--- src/rtl/audio_mix_sequencer.sv ---
// Audio mixer sequencer: snapshots seven source terms on a mix request,
// accumulates them serially into left/right accumulators, applies master
// volume as an arithmetic shift, clamps to 16 bits and presents the result.
module audio_mix_sequencer #(
    parameter int ACC_W = 20
) (
    input  logic        clk_sys,
    input  logic        reset,
    input  logic        sample_stb,
    input  logic [15:0] opll_i,
    input  logic [15:0] opl3_l_i,
    input  logic [15:0] opl3_r_i,
    input  logic [14:0] scc1_l_i,
    input  logic [14:0] scc1_r_i,
    input  logic [14:0] scc2_l_i,
    input  logic [14:0] scc2_r_i,
    input  logic [8:0]  psg_i,
    input  logic [7:0]  pcm_i,
    input  logic        tape_en,
    input  logic        ear_i,
    input  logic [2:0]  vol_i,
    output logic [15:0] out_l,
    output logic [15:0] out_r,
    output logic        out_valid,
    output logic        busy,
    output logic [7:0]  overrun_cnt
);

    typedef enum logic [1:0] {S_IDLE, S_SUM, S_SCALE, S_OUT} state_t;

    localparam logic signed [ACC_W-1:0] ACC_MAX = {{(ACC_W-15){1'b0}}, {15{1'b1}}};
    localparam logic signed [ACC_W-1:0] ACC_MIN = {{(ACC_W-15){1'b1}}, 15'b0};

    state_t                   r_state;
    logic        [2:0]        r_idx;
    logic signed [ACC_W-1:0]  r_acc_l;
    logic signed [ACC_W-1:0]  r_acc_r;

    // Snapshot of every mix input, frozen for the duration of a mix
    logic [15:0] r_opll, r_opl3_l, r_opl3_r;
    logic [14:0] r_scc1_l, r_scc1_r, r_scc2_l, r_scc2_r;
    logic [8:0]  r_psg;
    logic [7:0]  r_pcm;
    logic        r_tape_en, r_ear;
    logic [2:0]  r_vol;

    logic [15:0]              w_term_l, w_term_r;
    logic signed [ACC_W-1:0]  w_ext_l, w_ext_r;
    logic signed [ACC_W-1:0]  w_sum_l, w_sum_r;
    logic signed [ACC_W-1:0]  w_scl_l, w_scl_r;
    logic [2:0]               w_shamt;
    logic                     w_start;

    assign w_start = (r_state == S_IDLE) && sample_stb;

    function automatic logic [15:0] clamp16(input logic signed [ACC_W-1:0] x);
        if (x > ACC_MAX)      return 16'h7fff;
        else if (x < ACC_MIN) return 16'h8000;
        else                  return x[15:0];
    endfunction

    // Select the 16-bit term for the current index (all terms are 16-bit signed)
    always_comb begin
        w_term_l = '0;
        w_term_r = '0;
        case (r_idx)
            3'd0: begin w_term_l = r_opll;                 w_term_r = r_opll;                 end
            3'd1: begin w_term_l = r_opl3_l;               w_term_r = r_opl3_r;               end
            3'd2: begin w_term_l = {r_scc1_l[14], r_scc1_l}; w_term_r = {r_scc1_r[14], r_scc1_r}; end
            3'd3: begin w_term_l = {r_scc2_l[14], r_scc2_l}; w_term_r = {r_scc2_r[14], r_scc2_r}; end
            3'd4: begin w_term_l = {1'b0, r_psg, 6'b0};    w_term_r = {1'b0, r_psg, 6'b0};    end
            3'd5: begin w_term_l = {r_pcm, r_pcm};         w_term_r = {r_pcm, r_pcm};         end
            3'd6: begin
                if (r_tape_en) begin
                    w_term_l = {8'b0, r_ear, 7'b0};
                    w_term_r = {8'b0, r_ear, 7'b0};
                end
            end
            default: ;
        endcase
    end

    assign w_ext_l = {{(ACC_W-16){w_term_l[15]}}, w_term_l};
    assign w_ext_r = {{(ACC_W-16){w_term_r[15]}}, w_term_r};
    assign w_sum_l = r_acc_l + w_ext_l;
    assign w_sum_r = r_acc_r + w_ext_r;

    // Volume: shift by (7 - vol); vol 0 is a hard mute rather than a >>>7
    assign w_shamt = 3'd7 - r_vol;
    assign w_scl_l = (r_vol == 3'd0) ? '0 : (r_acc_l >>> w_shamt);
    assign w_scl_r = (r_vol == 3'd0) ? '0 : (r_acc_r >>> w_shamt);

    // Capture the inputs on an accepted request so later changes cannot leak in
    always_ff @(posedge clk_sys) begin
        if (!reset && w_start) begin
            r_opll    <= opll_i;
            r_opl3_l  <= opl3_l_i;
            r_opl3_r  <= opl3_r_i;
            r_scc1_l  <= scc1_l_i;
            r_scc1_r  <= scc1_r_i;
            r_scc2_l  <= scc2_l_i;
            r_scc2_r  <= scc2_r_i;
            r_psg     <= psg_i;
            r_pcm     <= pcm_i;
            r_tape_en <= tape_en;
            r_ear     <= ear_i;
            r_vol     <= vol_i;
        end
    end

    // Sequencer FSM with registered outputs and overrun counter.
    // The clamped result is loaded on the SCALE->OUT edge so that out_valid
    // and the new sample are visible during the OUT cycle itself.
    always_ff @(posedge clk_sys) begin
        if (reset) begin
            r_state     <= S_IDLE;
            r_idx       <= '0;
            r_acc_l     <= '0;
            r_acc_r     <= '0;
            out_l       <= '0;
            out_r       <= '0;
            out_valid   <= 1'b0;
            busy        <= 1'b0;
            overrun_cnt <= '0;
        end else begin
            out_valid <= 1'b0;
            if (sample_stb && (r_state != S_IDLE) && (overrun_cnt != 8'hff))
                overrun_cnt <= overrun_cnt + 8'd1;
            case (r_state)
                S_IDLE: begin
                    if (sample_stb) begin
                        r_acc_l <= '0;
                        r_acc_r <= '0;
                        r_idx   <= '0;
                        busy    <= 1'b1;
                        r_state <= S_SUM;
                    end
                end
                S_SUM: begin
                    r_acc_l <= w_sum_l;
                    r_acc_r <= w_sum_r;
                    if (r_idx == 3'd6) r_state <= S_SCALE;
                    else               r_idx   <= r_idx + 3'd1;
                end
                S_SCALE: begin
                    r_acc_l   <= w_scl_l;
                    r_acc_r   <= w_scl_r;
                    out_l     <= clamp16(w_scl_l);
                    out_r     <= clamp16(w_scl_r);
                    out_valid <= 1'b1;
                    r_state   <= S_OUT;
                end
                S_OUT: begin
                    busy    <= 1'b0;
                    r_idx   <= '0;
                    r_state <= S_IDLE;
                end
                default: r_state <= S_IDLE;
            endcase
        end
    end

endmodule

--- config.mk ---
export PLATFORM = sky130hd
export DESIGN_NAME = audio_mix_sequencer
export DESIGN_NICKNAME = d
export VERILOG_FILES = /design/src/rtl/audio_mix_sequencer.sv
export SDC_FILE = /design/constraint.sdc
export NUM_CORES = 1
export LEC_CHECK = 0
export ABC_CLOCK_PERIOD_IN_PS = 19700
export BUFFER_PORTS_ARGS = -buffer_cell sky130_fd_sc_hd__clkbuf_2
export CORE_MARGIN = 3
export CORE_UTILIZATION = 50
export CTS_BUF_LIST = sky130_fd_sc_hd__clkbuf_8 sky130_fd_sc_hd__clkbuf_16
export CTS_CLUSTER_DIAMETER = 80
export DETAILED_ROUTE_END_ITERATION = 16
export GPL_TIMING_DRIVEN = 0
export PLACE_DENSITY_LB_ADDON = 0.12
export SETUP_SLACK_MARGIN = 0.2
export SYNTH_ARGS = -nofsm -noshare
export SYNTH_HDL_FRONTEND = slang
export SYNTH_SLANG_ARGS = --single-unit
--- constraint.sdc ---
create_clock -name clk_sys -period 19.7 [get_ports clk_sys]
set_input_delay 1.97 -clock clk_sys [delete_from_list [all_inputs] [get_ports clk_sys]]
set_output_delay 1.97 -clock clk_sys [all_outputs]
set_load 0.02 [all_outputs]
==> results of run 1 <==
## logic make-up after synthesis
group,count (synthesis)
multiplexers,67
AO/OA/AOI/OAI,354
flip-flops,217
buffers and inverters,91
adder cells (fa/ha/maj),50
AND/OR/NAND/NOR,299
XOR/XNOR,33
## worst max-delay path by stage
stage,end,from,slack [ns],cells past startpoint
CTS,r_acc_r[16]$_SDFFE_PP0P_,r_idx[2]$_SDFFE_PP0P_,14.35,18
floorplan,r_ear$_DFFE_PP_,reset,11.29,3
finish,r_acc_r[16]$_SDFFE_PP0P_,r_idx[2]$_SDFFE_PP0P_,14.32,18
detailed placement,r_acc_l[18]$_SDFFE_PP0P_,r_idx[2]$_SDFFE_PP0P_,14.41,17
global route,r_acc_l[16]$_SDFFE_PP0P_,r_idx[2]$_SDFFE_PP0P_,13.85,17
global placement,r_opl3_r[10]$_DFFE_PP_,reset,8.91,4
## through the flow
stage,instance area [sq um],hold slack (ns)
2_1_floorplan,11500,0.463
3_3_place_gp,12700,0.473
5_1_grt,13600,0.539
4_1_cts,13600,0.502
3_5_place_dp,12800,0.487
6_report,13600,0.489
## layer usage
metal  up-vias  track usage  wire [um]
li1       4666            -          -
met1      4418        0.389      15100
met2       442        0.371      13900
met3        67       0.0410       2620
met4         0       0.0872       1050
met5         -            0          0
## report_power, final
group          total (mW)  switching (mW)  internal (mW)
clock network       0.437           0.180          0.257
logic               0.497           0.323          0.174
registers           0.579          0.0324          0.547
total                1.51           0.535          0.978
## sequential cells by signal (all words and copies together), names as in the netlist, 3 cells and up
register,count
r_acc_l,20
r_scc1_r,15
overrun_cnt,8
r_acc_r,20
r_pcm,8
r_scc2_r,15
r_scc2_l,15
r_opl3_l,16
r_scc1_l,15
r_opl3_r,16
r_opll,16
out_r,16
out_l,16
r_psg,9
r_idx,3
r_vol,3
## area by class of cell
class	instances	area, sq um
plain buffers	67	315
multi-input cells	803	5490
well taps	280	350
flip-flops and latches	217	5650
fillers	1936	8640
repair buffers	177	931
inverters	24	90.1
clock buffers	29	681
clock inverters	12	88.8
## worst max-delay path, delay by kind of cell (launching register included)
family | cells | cell delay [ns]
buffers and inverters | 6 | 2.12
AO/OA/AOI/OAI | 6 | 1.31
adder cells (fa/ha/maj) | 3 | 0.98
flip-flops | 1 | 0.36
AND/OR/NAND/NOR | 2 | 0.33
multiplexers | 1 | 0.15
## cell usage in the layout, fill, tap and decap left out, drive strengths merged, types with 12 or more instances in the layout
cell type / count
a31oi: 20
nor2b: 13
mux2: 15
dfxtp: 87
xnor2: 17
a222oi: 27
nand2: 111
inv: 28
a21o: 15
o21ai: 76
nand3: 17
a21oi: 96
nor2: 96
edfxtp: 130
mux4: 12
xor2: 16
and3: 12
clkbuf: 247
buf: 26
ha: 48
a22oi: 50
mux2i: 40
==> run_results.csv, run 1 <==
group,metric,value,unit
grt,grt_pass1_vias,8760,
place,placed_cells,1568,
timing,hold_viol_final,0,
yosys,synthArstFlopShare,0,
yosys,yosys-mux-area-fraction,0.0728,
timing,worst_pin_slew,0.910,ns
critical_path,crit_fanout,10,
pwr,leakagePower,5.39,nW
timing,finalSetupViolCount,0,
min_path,worstHoldStart,"out_r[15]$_SDFFE_PP0P_",
yosys,synth_top_area_share,0.339,
place,place_hpwl,25400,um
grt,grt_use_total,0.255,
critical_path,critPathSlowestCell,"clkbuf_1",
critical_path,critical_path.endpoint_type,"register",
yosys,synth_commonest_cells,"edfxtp_1 (130), nand2_1 (111), a21oi_1 (96), nor2_1 (96), dfxtp_1 (87)",
timing,post-route-min-period,5.38,ns
floorplan,core_area,22200,sq um
pwr,pwr_density_cell,111,nW/um^2
grt,grt_overflow,0,
layout,areaGrowthSynthToFinish,17.9,%
critical_path,slowest_delay,0.57,ns
routing,firstDrtPassIters,8,
yosys,synth-edff-count,130,
yosys,synthFlopType,"edfxtp_1",
layout,final_core_util,0.611,
floorplan,rows,54,
yosys,yosysTopAreaCell,"edfxtp_1",
yosys,synthTopCellsByArea,"edfxtp_1 (34%), dfxtp_1 (15%), ha_1 (5.2%)",
critical_path,cp-start-kind,"register",
critical_path,rrSetupSlack,14.32,ns
timing,tns,0,ns
critical_path,crit_path_cell_trace,"clkbuf_1, inv_1, clkbuf_1, ha_1, clkbuf_1, clkbuf_1, a222oi_1, nand2_1, ha_1, inv_1, fa_1, nor2b_1, o21ai_0, a21boi_0, o21ai_1, o31a_1, mux2i_1, o21ai_0",
critical_path,crit_required,20.10,ns
cts,htree_levels,1,
floorplan,start_util,0.519,
floorplan,fp.dieH,158,um
yosys,synth_seq_area_share,0.490,
grt,antenna_found_initial,0,
cts,tritoncts,"built",
timing,skew,0.0172,ns
critical_path,cp_common_cell,"clkbuf_1",
routing,drc,0,
min_path,hold_path.class,"register to register",
yosys,ys_ff_latch,217,
cts,cts_max_path_buffers,3,
pwr,ir_drop,76.1,uV
yosys,synth.most_common_cell,"edfxtp_1",
yosys,synth_xor_area_frac,0.0251,
cts,cts-buffers-inserted,24,
cts,clock_sinks,217,
yosys,syn-cell-area,11500,sq um
timing,period_share,0.273,
layout,drive_above_1_share,0.202,
yosys,synth_cells,1111,
cts,cts.reportedPaths.clkPinSlew,0.06,ns
floorplan,io_pins,175,
routing,drt_wl_total,32700,um
outcome,status,"complete, no violations",
critical_path,rr_worst_depth,18,
cts,insertion_delay,0.52,ns
yosys,synth_cell_types,77,
yosys,synth_top_family_by_area,"compound AO/OA/AOI/OAI gates",
critical_path,path_class,"register to register",
critical_path,reg2reg_from,"r_idx[2]$_SDFFE_PP0P_",
yosys,synth-adder-area-share,0.0556,
timing,setup_ws,14.32,ns
min_path,whs_endpoint,"out_r[15]$_SDFFE_PP0P_",
yosys,avgSynthCellArea,10.4,sq um
timing,slew_viol_final,0,
yosys,syn_nets,1294,
routing,drt-vias-per-instance,5.96,
critical_path,worstPathArrival,5.78,ns
grt,grt_pass1_wl,49300,um
routing,final_antenna_net_count,0,
layout,num-nets-final,1497,
cts,cts_hold_buf,0,
place,place_congestion,0.977,
place,numPortBuffers,174,
cts,cts-resized-gates,0,
grt,grt_max_degree,39,
run,cap_violations,0,
floorplan,die_area,24900,sq um
pwr,report.power.total,1.51,mW
routing,routedWlPerCell,20.3,um
timing,relSlewSlack,0.392,
min_path,holdPathStages,2,
cts,cts_root_buf,"clkbuf_16",
floorplan,die_w,158,um
timing,rsz0062_at_grt,"no",
timing,max_freq,186,MHz
critical_path,worstReg2RegEnd,"r_acc_r[16]$_SDFFE_PP0P_",
layout,antenna_cells,0,
routing,via_count,9593,
layout,layout.cells.non_filler,1609,
place,dp_worst_setup_slack,14.41,ns
yosys,synth_simple_gate_area_share,0.118,
yosys,synth_compound_area_frac,0.204,
cts,cts_setup_buffers,0,
yosys,yosysWarnings,0,
routing,drt_iter0_drc,917,
No activity file was read; power rests on OpenSTA's default activity.
==> inputs of run 2 (changes only) <==
ABC_CLOCK_PERIOD_IN_PS = 4500   (was 19700)
clock period = 4.5 ns   (was 19.7 ns; I/O delays follow)
==> run_results.csv, run 2 (synthesis gave the netlist of run 1 again) <==
group,metric,value,unit
grt,grt_pass1_vias,9050,
critical_path,critPathSlowestCell,"fa_1",
critical_path,worstPathArrival,4.48,ns
cts,cts_root_buf,"clkbuf_16",
critical_path,critPathBufInv,5,
routing,drt_wl_total,33000,um
routing,firstDrtPassIters,6,
timing,worst_pin_slew,0.723,ns
timing,tns,0,ns
grt,grt_use_total,0.260,
floorplan,io_pins,175,
grt,grt_max_degree,38,
timing,rsz0062_at_grt,"yes",
routing,via_count,9631,
critical_path,crit_required,4.88,ns
outcome,status,"complete, no violations",
routing,drc,0,
critical_path,cp-start-kind,"register",
layout,areaGrowthSynthToFinish,18.9,%
min_path,hold_path.class,"input port to register",
grt,antenna_found_initial,0,
timing,relSlewSlack,0.518,
routing,routedWlPerCell,20.5,um
cts,cts_max_path_buffers,3,
routing,drt_iter0_drc,919,
min_path,holdPathStages,1,
critical_path,slowest_delay,0.42,ns
pwr,leakagePower,5.45,nW
critical_path,crit_path_cell_trace,"clkbuf_8, inv_1, buf_4, ha_1, buf_4, buf_4, a222oi_1, nand2_1, ha_1, fa_1, a21oi_2, o21ai_2, a2111oi_4, o31ai_1, nand2_1, xor2_2, o221ai_1",
timing,hold_viol_final,0,
grt,grt_overflow,0,
layout,fill_cells,1832,
floorplan,core_area,22200,sq um
critical_path,critical_path.endpoint_type,"register",
layout,reg_top3,"r_acc_l (20), r_acc_r (20)",
critical_path,rr_worst_depth,17,
layout,final_common_cell,"clkbuf_2",
place,place_congestion,0.938,
layout,antenna_cells,0,
cts,clock_sinks,217,
timing,period_share,0.910,
floorplan,fp.dieH,158,um
pwr,pwr_density_cell,484,nW/um^2
timing,slew_viol_final,0,
timing,post-route-min-period,4.10,ns
cts,cts-buffers-inserted,23,
grt,grt_pass1_wl,50300,um
floorplan,die_area,24900,sq um
place,numPortBuffers,174,
cts,htree_levels,1,
routing,drt-vias-per-instance,5.98,
layout,final_cell_mix,"clkbuf_2 (181), edfxtp_1 (130), nand2_1 (111)",
critical_path,path_class,"register to register",
timing,max_freq,244,MHz
critical_path,crit_family,"compound AO/OA/AOI/OAI gates",
timing,hold_ws,0.0991,ns
layout,num-nets-final,1498,
layout,drive_above_1_share,0.219,
routing,final_antenna_net_count,0,
timing,skew,0.0137,ns
cts,tritoncts,"built",
place,place_hpwl,25500,um
cts,insertion_delay,0.53,ns
run,cap_violations,0,
timing,finalSetupViolCount,0,
floorplan,start_util,0.519,
pwr,ir_drop,321,uV
critical_path,crit_fanout,10,
floorplan,die_w,158,um
floorplan,rows,54,
cts,cts.reportedPaths.clkPinSlew,0.07,ns
critical_path,crit_cells,17,
critical_path,cp_common_cell,"buf_4",
run 2: cell types whose count changed in the layout (fill, tap and decap cells not counted), sizes merged:
cell	delta
bufinv	+1
inv	+4
clkinv	-3
clkbuf	-7
clkinvlp	+2
buf	+5
run 2: repair_timing:
action	CTS	global route
pin swaps	2	5
setup endpoints to repair	34	23
resized for setup	16	28
endpoints found under the hold margin	0	0
gates cloned	0	0
hold buffers	0	0
setup buffers	1	0
run 2: cell type report:
cell class                      instances  area (sq um)  area share
Multi-Input combinational cell        803          5560       0.406
Tap cell                              280           350      0.0256
Buffer                                 67           345      0.0252
Clock inverter                         16           143      0.0104
Inverter                               24          90.1     0.00657
Clock buffer                           25           603      0.0440
Timing Repair Buffer                  179           966      0.0705
Sequential cell                       217          5650       0.412
run 2: stage by stage:
stage	utilization	instances	power (mW)	area (sq um)	worst slack, ns
5_1_grt	0.617	1611	6.99	13700	0.185
3_3_place_gp	0.574	1565	4.69	12800	-0.773
6_report	0.617	1611	6.63	13700	0.404
2_1_floorplan	-	1111	4.05	11500	0.552
3_5_place_dp	0.578	1569	4.73	12800	-0.786
4_1_cts	0.615	1611	6.61	13700	0.204
run 2: worst paths after layout:
check	from	to	slack [ns]
max	r_idx[2]$_SDFFE_PP0P_	r_acc_l[16]$_SDFFE_PP0P_	0.40
max reg2reg	r_idx[2]$_SDFFE_PP0P_	r_acc_l[16]$_SDFFE_PP0P_	0.40
min	opl3_r_i[12]	r_opl3_r[12]$_DFFE_PP_	0.1
min reg2reg	out_r[15]$_SDFFE_PP0P_	out_r[15]$_SDFFE_PP0P_	0.50
run 2: routing by layer:
| layer | GRT usage | up-vias | part of all wire |
|---|---|---|---|
| met3 | 0.0350 | 66 | 0.076 |
| li1 | - | 4657 | - |
| met5 | 0 | - | 0 |
| met4 | 0.0996 | 0 | 0.038 |
| met2 | 0.381 | 432 | 0.43 |
| met1 | 0.392 | 4476 | 0.46 |
run 2: report_power, final:
group / switching, mW / total (mW) / internal [mW]
clock: 0.777 / 1.86 / 1.08
sequential: 0.143 / 2.54 / 2.39
combinational: 1.45 / 2.23 / 0.786
==> inputs of run 3 (changes only) <==
CORE_UTILIZATION = 40   (was 50)
==> run_results.csv, run 3 (synthesis gave the netlist of run 1 again) <==
group,metric,value,unit
place,place_hpwl,27200,um
floorplan,die_w,176,um
layout,antenna_cells,0,
routing,routedWlPerCell,20.4,um
cts,insertion_delay,0.53,ns
grt,grt_use_total,0.220,
grt,grt_max_degree,35,
run,cap_violations,0,
timing,post-route-min-period,4.05,ns
critical_path,critPathBufInv,6,
place,post_dp_cell_area,13000,sq um
cts,tritoncts,"built",
routing,drt_iter0_drc,744,
timing,finalSetupViolCount,0,
pwr,clockPowerShare,0.293,
place,place_congestion,0.898,
timing,rsz0062_at_grt,"no",
cts,cts_root_buf,"clkbuf_16",
timing,worst_pin_slew,0.734,ns
pwr,leakagePower,5.47,nW
cts,cts_hold_buf,0,
cts,cts_max_path_buffers,3,
timing,period_share,0.900,
floorplan,io_pins,175,
cts,cts-buffers-inserted,26,
critical_path,critical_path.endpoint_type,"register",
routing,drt_wl_total,34900,um
routing,firstDrtPassIters,5,
layout,drive_above_1_share,0.221,
routing,drc,0,
pwr,p_switching,2.43,mW
outcome,status,"complete, no violations",
place,numPortBuffers,174,
critical_path,worstPathArrival,4.45,ns
pwr,pwr_density_cell,486,nW/um^2
pwr,pwr-share-seq,0.375,
timing,setup_ws,0.449,ns
critical_path,rrSetupSlack,0.45,ns
critical_path,slowest_delay,0.40,ns
cts,cts_setup_buffers,0,
timing,relSlewSlack,0.511,
routing,drt-vias-per-instance,5.63,
floorplan,start_util,0.410,
layout,num-nets-final,1500,
cts,htree_levels,1,
routing,via_count,9651,
critical_path,crit_family,"compound AO/OA/AOI/OAI gates",
critical_path,path_class,"register to register",
timing,hold_viol_final,0,
pwr,ir_drop,274,uV
critical_path,cp-start-kind,"register",
min_path,hold_path.class,"input port to register",
layout,final_cell_mix,"clkbuf_2 (178), edfxtp_1 (130), nand2_1 (111)",
place,dp_worst_setup_slack,-0.971,ns
critical_path,critPathSlowestCell,"fa_1",
floorplan,die_area,30900,sq um
timing,skew,0.0215,ns
layout,final_common_cell,"clkbuf_2",
grt,antenna_found_initial,0,
layout,reg_top3,"r_acc_l (20), r_acc_r (20)",
floorplan,core_area,28100,sq um
timing,slew_viol_final,0,
critical_path,crit_fanout,10,
routing,final_antenna_net_count,0,
pwr,p_sw_frac,0.359,
timing,hold_ws,0.0939,ns
critical_path,cp_common_cell,"buf_4",
critical_path,crit_required,4.90,ns
grt,grt_pass1_wl,53400,um
pwr,p_int,4.33,mW
critical_path,crit_path_cell_trace,"clkbuf_8, inv_1, buf_4, ha_1, buf_4, buf_4, a222oi_1, nand2_1, ha_1, inv_1, fa_1, nor2b_1, o21ai_0, a21boi_1, o21ai_2, o31a_1, mux2i_1, o21ai_0",
floorplan,fp.dieH,176,um
grt,grt_pass1_vias,9229,
cts,clock_sinks,217,
cts,cts.reportedPaths.clkPinSlew,0.06,ns
layout,fin_area,13900,sq um
grt,grt_overflow,0,
pwr,p_comb_frac,0.332,
floorplan,rows,61,
layout,areaGrowthSynthToFinish,20.5,%
timing,max_freq,247,MHz
-- run 3: cell count changes in the layout (fill, tap and decap cells not counted), moves of 3 or more --
cell / before / now
clkbuf_16: 23 / 27
clkinv_1: 1 / 7
inv_1: 29 / 25
clkbuf_2: 181 / 178
clkinv_4: 0 / 4
buf_2: 15 / 18
-- run 3: final timing paths --
check,start,endpoint,cells past startpoint
min,scc1_r_i[0],r_scc1_r[0]$_DFFE_PP_,1
min reg2reg,out_l[15]$_SDFFE_PP0P_,out_l[15]$_SDFFE_PP0P_,2
max reg2reg,r_idx[2]$_SDFFE_PP0P_,r_acc_r[16]$_SDFFE_PP0P_,18
max,r_idx[2]$_SDFFE_PP0P_,r_acc_r[16]$_SDFFE_PP0P_,18
-- run 3: timing repair --
item                       4_1_cts  5_1_grt
gates cloned                     0        0
resized for setup               18       25
pin swaps                        3        9
setup endpoints to repair       37       17
-- run 3: cell type report --
| class | count | area (sq um) |
|---|---|---|
| Tap cell | 378 | 473 |
| Inverter | 24 | 90.1 |
| Buffer | 67 | 345 |
| Sequential cell | 217 | 5650 |
| Clock inverter | 20 | 143 |
| Multi-Input combinational cell | 803 | 5560 |
| Timing Repair Buffer | 178 | 958 |
| Fill cell | 2714 | 14200 |
| Clock buffer | 27 | 676 |
-- run 3: through the flow --
step                power, mW   util  cells  TNS [ns]
floorplan                4.05      -   1111         0
global placement         4.73  0.459   1663    -16.56
detailed placement       4.77  0.462   1667    -15.80
CTS                      6.76  0.493   1714         0
global route             7.12  0.495   1714         0
finish                   6.76  0.495   1714         0
-- run 3: routing by layer --
metal  GRT usage  share of wire  wire length [um]  up-vias
met4      0.0541          0.022               780        0
met1       0.329           0.47             16500     4572
met3      0.0279          0.064              2220       37
met5           0              0                 0        -
li1            -              -                 -     4669
met2       0.339           0.44             15400      373
-- run 3: power by group through the flow --
stage          registers [mW]  clock network (mW)  logic, mW
2_1_floorplan            2.59                   0       1.46
3_3_place_gp             2.59                   0       2.14
3_5_place_dp             2.58                   0       2.19
4_1_cts                  2.53                2.02       2.21
5_1_grt                  2.56                2.10       2.46
6_report                 2.54                1.98       2.24
